<file path="src/rtl/axi_pkg.sv">
// Shared AXI types, FSM encodings and the ID-range decode used by the mux and demux stages.
package axi_pkg;

  localparam int unsigned AXI_DW     = 32;
  localparam int unsigned AXI_IDW_W  = 4;
  localparam int unsigned AXI_IDR_W  = 4;
  localparam int unsigned AXI_AW     = 16;
  localparam int unsigned MAX_INPUTS = 8;

  typedef struct packed {
    logic [AXI_IDW_W-1:0] awid;
    logic [AXI_AW-1:0]    awaddr;
    logic [7:0]           awlen;
    logic [2:0]           awsize;
    logic [1:0]           awburst;
    logic                 awvalid;
    logic [AXI_DW-1:0]    wdata;
    logic [AXI_DW/8-1:0]  wstrb;
    logic                 wlast;
    logic                 wvalid;
    logic                 bready;
    logic [AXI_IDR_W-1:0] arid;
    logic [AXI_AW-1:0]    araddr;
    logic [7:0]           arlen;
    logic [2:0]           arsize;
    logic [1:0]           arburst;
    logic                 arvalid;
    logic                 rready;
  } axi_mosi_t;

  typedef struct packed {
    logic                 awready;
    logic                 wready;
    logic [AXI_IDW_W-1:0] bid;
    logic [1:0]           bresp;
    logic                 bvalid;
    logic                 arready;
    logic [AXI_IDR_W-1:0] rid;
    logic [AXI_DW-1:0]    rdata;
    logic [1:0]           rresp;
    logic                 rlast;
    logic                 rvalid;
  } axi_miso_t;

  localparam logic [1:0] W_ARB  = 2'd0;
  localparam logic [1:0] W_ADDR = 2'd1;
  localparam logic [1:0] W_DATA = 2'd2;

  localparam logic [0:0] R_ARB  = 1'b0;
  localparam logic [0:0] R_ADDR = 1'b1;

  // Routing table padded to the largest supported port count; unused pairs are ignored.
  typedef int unsigned routing_t [2*(MAX_INPUTS-1)];

  function automatic int unsigned id_to_port(input int unsigned id, input routing_t routing,
                                             input int unsigned n_in);
    int unsigned port;
    logic        found;
    port  = n_in - 1;
    found = 1'b0;
    for (int unsigned k = 0; k < MAX_INPUTS - 1; k++) begin
      if (!found && (k + 1 < n_in) && id >= routing[2*k] && id <= routing[2*k+1]) begin
        port  = k;
        found = 1'b1;
      end
    end
    return port;
  endfunction

endpackage

</file>
<file path="src/rtl/rr_arbiter.sv">
// Combinational round-robin pick: first requester at or after ptr, wrapping.
module rr_arbiter #(
  parameter int unsigned N = 3,
  localparam int unsigned IW = (N > 1) ? $clog2(N) : 1
) (
  input  logic [N-1:0]  req,
  input  logic [IW-1:0] ptr,
  output logic [IW-1:0] gnt_idx,
  output logic          gnt_valid
);

  logic [IW-1:0] idx;

  // Scan from the farthest offset down so the closest requester wins last.
  always_comb begin
    gnt_idx   = '0;
    gnt_valid = 1'b0;
    idx       = '0;
    for (int unsigned k = N; k > 0; k--) begin
      idx = IW'((32'(ptr) + k - 1) % N);
      if (req[idx]) begin
        gnt_idx   = idx;
        gnt_valid = 1'b1;
      end
    end
  end

endmodule

</file>
<file path="src/rtl/axi_mux.sv">
// N:1 AXI merge: round-robin AW/AR arbitration, write grant held to WLAST, B/R routed back by ID range.
module axi_mux
  import axi_pkg::*;
#(
  parameter int unsigned INPUT_NUM                    = 3,
  parameter int unsigned ID_ROUTING [(INPUT_NUM-1)*2] = '{0, 0, 1, 1},
  parameter int unsigned AXI_DATA_WIDTH               = 32,
  parameter int unsigned ID_W_WIDTH                   = 4,
  parameter int unsigned ID_R_WIDTH                   = 4,
  parameter int unsigned ADDR_WIDTH                   = 16
) (
  input  logic      ACLK,
  input  logic      ARESET,
  input  axi_mosi_t s_axi_i [INPUT_NUM],
  output axi_miso_t s_axi_o [INPUT_NUM],
  output axi_mosi_t m_axi_o,
  input  axi_miso_t m_axi_i
);

  localparam int unsigned SEL_W = $clog2(INPUT_NUM);

  if (INPUT_NUM < 2 || INPUT_NUM > MAX_INPUTS || AXI_DATA_WIDTH != AXI_DW ||
      ID_W_WIDTH != AXI_IDW_W || ID_R_WIDTH != AXI_IDR_W || ADDR_WIDTH != AXI_AW) begin : g_bad_cfg
    $error("axi_mux: parameters do not match the shared AXI struct layout");
  end

  routing_t route;
  for (genvar g = 0; g < 2*(MAX_INPUTS-1); g++) begin : g_route
    if (g < (INPUT_NUM-1)*2) begin : g_used
      assign route[g] = ID_ROUTING[g];
    end else begin : g_pad
      assign route[g] = 0;
    end
  end

  logic [1:0]       w_state_q, w_state_d;
  logic [0:0]       r_state_q, r_state_d;
  logic [SEL_W-1:0] wsel_q, wsel_d, w_ptr_q, w_ptr_d;
  logic [SEL_W-1:0] rsel_q, rsel_d, r_ptr_q, r_ptr_d;

  logic [INPUT_NUM-1:0] aw_req, ar_req;
  logic [SEL_W-1:0]     aw_gnt, ar_gnt;
  logic                 aw_gnt_valid, ar_gnt_valid;

  always_comb begin
    for (int unsigned i = 0; i < INPUT_NUM; i++) begin
      aw_req[i] = s_axi_i[i].awvalid;
      ar_req[i] = s_axi_i[i].arvalid;
    end
  end

  rr_arbiter #(.N(INPUT_NUM)) u_aw_arb (
    .req(aw_req), .ptr(w_ptr_q), .gnt_idx(aw_gnt), .gnt_valid(aw_gnt_valid)
  );

  rr_arbiter #(.N(INPUT_NUM)) u_ar_arb (
    .req(ar_req), .ptr(r_ptr_q), .gnt_idx(ar_gnt), .gnt_valid(ar_gnt_valid)
  );

  logic w_addr, w_active, aw_hs, wlast_hs, r_addr, ar_hs;
  logic [SEL_W-1:0] bsel, rrsel;

  assign w_addr   = (w_state_q == W_ADDR);
  assign w_active = w_addr || (w_state_q == W_DATA);
  assign aw_hs    = w_addr && s_axi_i[wsel_q].awvalid && m_axi_i.awready;
  assign wlast_hs = w_active && s_axi_i[wsel_q].wvalid && m_axi_i.wready && s_axi_i[wsel_q].wlast;
  assign r_addr   = (r_state_q == R_ADDR);
  assign ar_hs    = r_addr && s_axi_i[rsel_q].arvalid && m_axi_i.arready;

  assign bsel  = SEL_W'(id_to_port(32'(m_axi_i.bid), route, INPUT_NUM));
  assign rrsel = SEL_W'(id_to_port(32'(m_axi_i.rid), route, INPUT_NUM));

  always_comb begin
    w_state_d = w_state_q;
    wsel_d    = wsel_q;
    w_ptr_d   = w_ptr_q;
    unique case (w_state_q)
      W_ARB: begin
        if (aw_gnt_valid) begin
          wsel_d    = aw_gnt;
          w_state_d = W_ADDR;
        end
      end
      W_ADDR: begin
        if (aw_hs) begin
          w_ptr_d   = (wsel_q == SEL_W'(INPUT_NUM-1)) ? '0 : wsel_q + 1'b1;
          w_state_d = wlast_hs ? W_ARB : W_DATA;
        end
      end
      W_DATA: begin
        if (wlast_hs) w_state_d = W_ARB;
      end
      default: w_state_d = W_ARB;
    endcase
  end

  always_comb begin
    r_state_d = r_state_q;
    rsel_d    = rsel_q;
    r_ptr_d   = r_ptr_q;
    unique case (r_state_q)
      R_ARB: begin
        if (ar_gnt_valid) begin
          rsel_d    = ar_gnt;
          r_state_d = R_ADDR;
        end
      end
      R_ADDR: begin
        if (ar_hs) begin
          r_ptr_d   = (rsel_q == SEL_W'(INPUT_NUM-1)) ? '0 : rsel_q + 1'b1;
          r_state_d = R_ARB;
        end
      end
      default: r_state_d = R_ARB;
    endcase
  end

  always_ff @(posedge ACLK or posedge ARESET) begin
    if (ARESET) begin
      w_state_q <= W_ARB;
      r_state_q <= R_ARB;
      wsel_q    <= '0;
      w_ptr_q   <= '0;
      rsel_q    <= '0;
      r_ptr_q   <= '0;
    end else begin
      w_state_q <= w_state_d;
      r_state_q <= r_state_d;
      wsel_q    <= wsel_d;
      w_ptr_q   <= w_ptr_d;
      rsel_q    <= rsel_d;
      r_ptr_q   <= r_ptr_d;
    end
  end

  // Response steering is combinational, so it is gated while reset is held.
  always_comb begin
    m_axi_o = '0;
    for (int unsigned i = 0; i < INPUT_NUM; i++) s_axi_o[i] = '0;

    if (w_addr) begin
      m_axi_o.awid    = s_axi_i[wsel_q].awid;
      m_axi_o.awaddr  = s_axi_i[wsel_q].awaddr;
      m_axi_o.awlen   = s_axi_i[wsel_q].awlen;
      m_axi_o.awsize  = s_axi_i[wsel_q].awsize;
      m_axi_o.awburst = s_axi_i[wsel_q].awburst;
      m_axi_o.awvalid = s_axi_i[wsel_q].awvalid;
    end
    if (w_active) begin
      m_axi_o.wdata  = s_axi_i[wsel_q].wdata;
      m_axi_o.wstrb  = s_axi_i[wsel_q].wstrb;
      m_axi_o.wlast  = s_axi_i[wsel_q].wlast;
      m_axi_o.wvalid = s_axi_i[wsel_q].wvalid;
    end
    if (r_addr) begin
      m_axi_o.arid    = s_axi_i[rsel_q].arid;
      m_axi_o.araddr  = s_axi_i[rsel_q].araddr;
      m_axi_o.arlen   = s_axi_i[rsel_q].arlen;
      m_axi_o.arsize  = s_axi_i[rsel_q].arsize;
      m_axi_o.arburst = s_axi_i[rsel_q].arburst;
      m_axi_o.arvalid = s_axi_i[rsel_q].arvalid;
    end
    if (!ARESET) begin
      m_axi_o.bready = s_axi_i[bsel].bready;
      m_axi_o.rready = s_axi_i[rrsel].rready;
    end

    for (int unsigned i = 0; i < INPUT_NUM; i++) begin
      if (SEL_W'(i) == wsel_q) begin
        s_axi_o[i].awready = w_addr && m_axi_i.awready;
        s_axi_o[i].wready  = w_active && m_axi_i.wready;
      end
      if (SEL_W'(i) == rsel_q) begin
        s_axi_o[i].arready = r_addr && m_axi_i.arready;
      end
      if (!ARESET && SEL_W'(i) == bsel) begin
        s_axi_o[i].bvalid = m_axi_i.bvalid;
        s_axi_o[i].bid    = m_axi_i.bid;
        s_axi_o[i].bresp  = m_axi_i.bresp;
      end
      if (!ARESET && SEL_W'(i) == rrsel) begin
        s_axi_o[i].rvalid = m_axi_i.rvalid;
        s_axi_o[i].rid    = m_axi_i.rid;
        s_axi_o[i].rdata  = m_axi_i.rdata;
        s_axi_o[i].rresp  = m_axi_i.rresp;
        s_axi_o[i].rlast  = m_axi_i.rlast;
      end
    end
  end

endmodule

</file>
<file path="config.mk">
export PLATFORM = sky130hd
export DESIGN_NAME = axi_mux
export DESIGN_NICKNAME = d
export VERILOG_FILES = /design/src/rtl/axi_pkg.sv /design/src/rtl/rr_arbiter.sv /design/src/rtl/axi_mux.sv
export SDC_FILE = /design/constraint.sdc
export NUM_CORES = 1
export LEC_CHECK = 0
export BUFFER_PORTS_ARGS = -buffer_cell sky130_fd_sc_hd__clkbuf_2
export CAP_MARGIN = 10
export CORE_AREA = 3 3 242 244
export CTS_CLUSTER_DIAMETER = 50
export CTS_CLUSTER_SIZE = 12
export DETAILED_ROUTE_END_ITERATION = 7
export DIE_AREA = 0 0 245 247
export SYNTH_ARGS = -nofsm -noshare
export SYNTH_HDL_FRONTEND = slang
export SYNTH_HIERARCHICAL = 1
export SYNTH_SLANG_ARGS = --single-unit
</file>
<file path="constraint.sdc">
create_clock -name ACLK -period 2.7 [get_ports ACLK]
set_input_delay 0.675 -clock ACLK [delete_from_list [all_inputs] [get_ports ACLK]]
set_output_delay 0.675 -clock ACLK [all_outputs]
set_load 0.1 [all_outputs]
</file>
==> impl_metrics.yaml <==
logic_synthesis:
  syn_area_um2: 4780
  syn_inst: 759
  syn_avg_cell_area_um2: 6.30
  yosys_warnings: 6
  synth.distinct_cells: 45
  ys_async_sr_fraction_pct: 100
  synth_edf_count: 0
  synth_top_area_cell: "mux2i_1"
  seq_area_frac_synth_pct: 5.75
  synth.area.top_cells: "mux2i_1 (24%), nor2_1 (18%), and2_1 (16%), a21oi_1 (11%), dfrtp_1 (5.8%)"
  synth_seq_cells: 11
  netlist.area_leader.share_pct: 23.6
  ys.flop_type: "dfrtp_1"
clocking:
  clk_pin_slew_ns: 0.05
  cts_made_buffers: 3
  ctsHoldBuffers: 0
  cts_tree: "yes"
  worstSkewPairLatency_ns: 0.25
  clockBufferDepth: 2
  cts_root_buffer: "clkbuf_16"
  cts_max_level: 1
  cts.sinks: 11
sta:
  worstMarginPinSlew_ns: 0.558
  fin_crit_ns: 2.58
  finalCritPeriodShare_pct: 95.6
  setup_ws_ns: 0.120
  timing.hold.ws_ns: 0.514
  slew_headroom_pct: 62.9
  final_hold_viol_count: 0
  clock_skew_ns: 0.00107
  timing.fmax_mhz: 388
  finalSetupViolations: 0
  report.final.slew_viol_count: 0
  rsz0062_at_grt: "no"
critical_path:
  critPathKind: "primary input to output port"
  end_kind: "output port"
  crit_fanout: 36
  start_kind: "primary input"
  critPathRequiredTime_ns: 2.03
  arrival_ns: 1.90
floorplanning:
  ioPinCount: 634
  start_util_pct: 8.47
  num_rows: 87
  die_h_um: 247
  die_x_um: 245
  coreArea_um2: 56500
  dieArea_um2: 60500
detailed_routing:
  drc: 0
  wl_um: 30100
  dr.pass1.iters: 4
  ant_nets: 0
  routed_via_density: 3.54
  vias: 7484
  wl_per_cell_um: 14.3
  drt-initial-drc-count: 183
grt:
  grtUsageTotal_pct: 9.02
  grt_pass1_vias: 7207
  grt_max_degree: 43
  grt_pass1_wl_um: 42200
  antenna_found_initial: 2
  overflow: 0
placed_design:
  place_inst: 2107
  place.gp.congestion: 0.855
  numPortBuffers: 619
  placedInstanceArea_um2: 12900
  dp_slack_ns: 0.0606
  place_hpwl_um: 27400
power_and_ir_drop:
  max-vdd-ir-drop_mv: 1.27
  p_leak_uw: 0.00589
  p_per_area_nw_per_um2: 1290
outcome:
  status: "finished, final reports clean"
final_layout:
  instances_no_fill: 2113
  multi_input_area_um2: 4540
  drive_gt1_share_pct: 64.7
  final-seq-area_um2: 282
  nNetsFinal: 1742
  fillers: 6114
  fin_area_um2: 13000
  areaGrowthSynthToFinish_pct: 172
run:
  maxCapViolations: 0
min_path:
  hp-class: "flip-flop to flip-flop"
registers in the layout, indices dropped and copies added (netlist names):
name,flops
w_state_q,2
r_ptr_q,2
w_ptr_q,2
wsel_q,2
rsel_q,2
r_addr,1
worst paths after layout:
kind                            depth (start not counted)  slack [ns]                     end                    from
max in group asynchronous                               3        1.90   wsel_q[0]$_DFFE_PP0P_                  ARESET
worst min register to register                          1        0.51  r_ptr_q[0]$_DFFE_PP0P_  r_ptr_q[0]$_DFFE_PP0P_
min in group asynchronous                               3        0.58  r_ptr_q[0]$_DFFE_PP0P_                  ARESET
worst max-delay path                                    6        0.12            s_axi_o[112]             m_axi_i[38]
worst min-delay path                                    1        0.51  r_ptr_q[0]$_DFFE_PP0P_  r_ptr_q[0]$_DFFE_PP0P_
worst max register to register                          7        0.48   wsel_q[1]$_DFFE_PP0P_  w_ptr_q[0]$_DFFE_PP0P_
stage by stage:
stage	util [%]	power, uW	setup TNS, ns
global route	23.0	17400	0
finish	23.0	16700	0
detailed placement	22.8	16500	0
global placement	22.8	16500	0
CTS	23.0	16900	-0.000663
floorplan	-	10800	-0.926
area by class of cell:
cell class | instances | area share, %
sequential | 11 | 2.17
antenna | 1 | 0.0192
timing repair buffer | 654 | 54.5
clock buffer | 4 | 0.606
tap | 756 | 7.28
inverter | 16 | 0.462
multi-input combinational | 671 | 34.9
where the power goes:
part           switching, uW  total (uW)  internal (uW)
Clock                   96.7         297            200
Combinational          10600       16100           5450
Sequential              82.3         325            242
Total                  10800       16700           5890
layout by cell type, fill, tap and decap left out, types with 9 or more instances in the layout:
cell type    n
a21oi_1    104
and2_1      42
and2_2      66
and2_4      12
buf_12     250
buf_4       25
clkbuf_2   379
conb_1      14
ha_1         9
inv_1       11
mux2i_1    113
nor2_1     116
nor2_2     108
nor2b_1      9
routing by layer:
layer  part of all wire, %  GRT usage [%]
met3                   8.6           3.00
met2                    53           17.7
met4                   1.8           1.75
met5                 0.056              0
met1                    36           9.26
logic make-up (layout without fill, tap and decap cells):
logic type	Yosys count	after routing	share of synthesized area, %
AO/OA/AOI/OAI	132	132	16.4
AND/OR/NAND/NOR	396	396	40.0
flip-flops	11	11	5.75
multiplexers	120	120	25.3
adder cells (fa/ha/maj)	9	9	2.35
other	1	15	0.0784
buffers and inverters	90	674	10.1
critical path, stage by stage:
cell and delay [ns]:
clkbuf_2 0.11, nor3_4 0.26, nor3b_4 0.26, buf_12 0.21, and2_2 0.19, buf_12 0.17
synthesized netlist by cell type (2+ instances only):
master / count
a2111o_1: 2
a211oi_1: 2
a21bo_2: 2
a21o_1: 2
a21oi_1: 104
a221oi_1: 2
a2bb2oi_1: 2
a311o_1: 2
a31oi_1: 2
and2_1: 120
and3_1: 5
buf_1: 4
buf_2: 10
buf_4: 28
buf_6: 4
clkbuf_1: 28
clkinv_1: 2
dfrtp_1: 11
ha_1: 9
inv_1: 11
inv_2: 3
mux2_1: 3
mux2_2: 4
mux2i_1: 113
nand2_1: 8
nand2b_1: 8
nor2_1: 224
nor2b_1: 17
nor3_1: 5
nor3b_1: 3
nor4_1: 2
o211a_1: 2
o21ai_1: 2
o31a_1: 2
repair_timing:
| item | 4_1_cts | 5_1_grt |
|---|---|---|
| buffers inserted | 0 | 1 |
| resized for setup | 0 | 4 |
| endpoints found under the setup margin | 1 | 6 |
(Power assumes the default switching activity.)
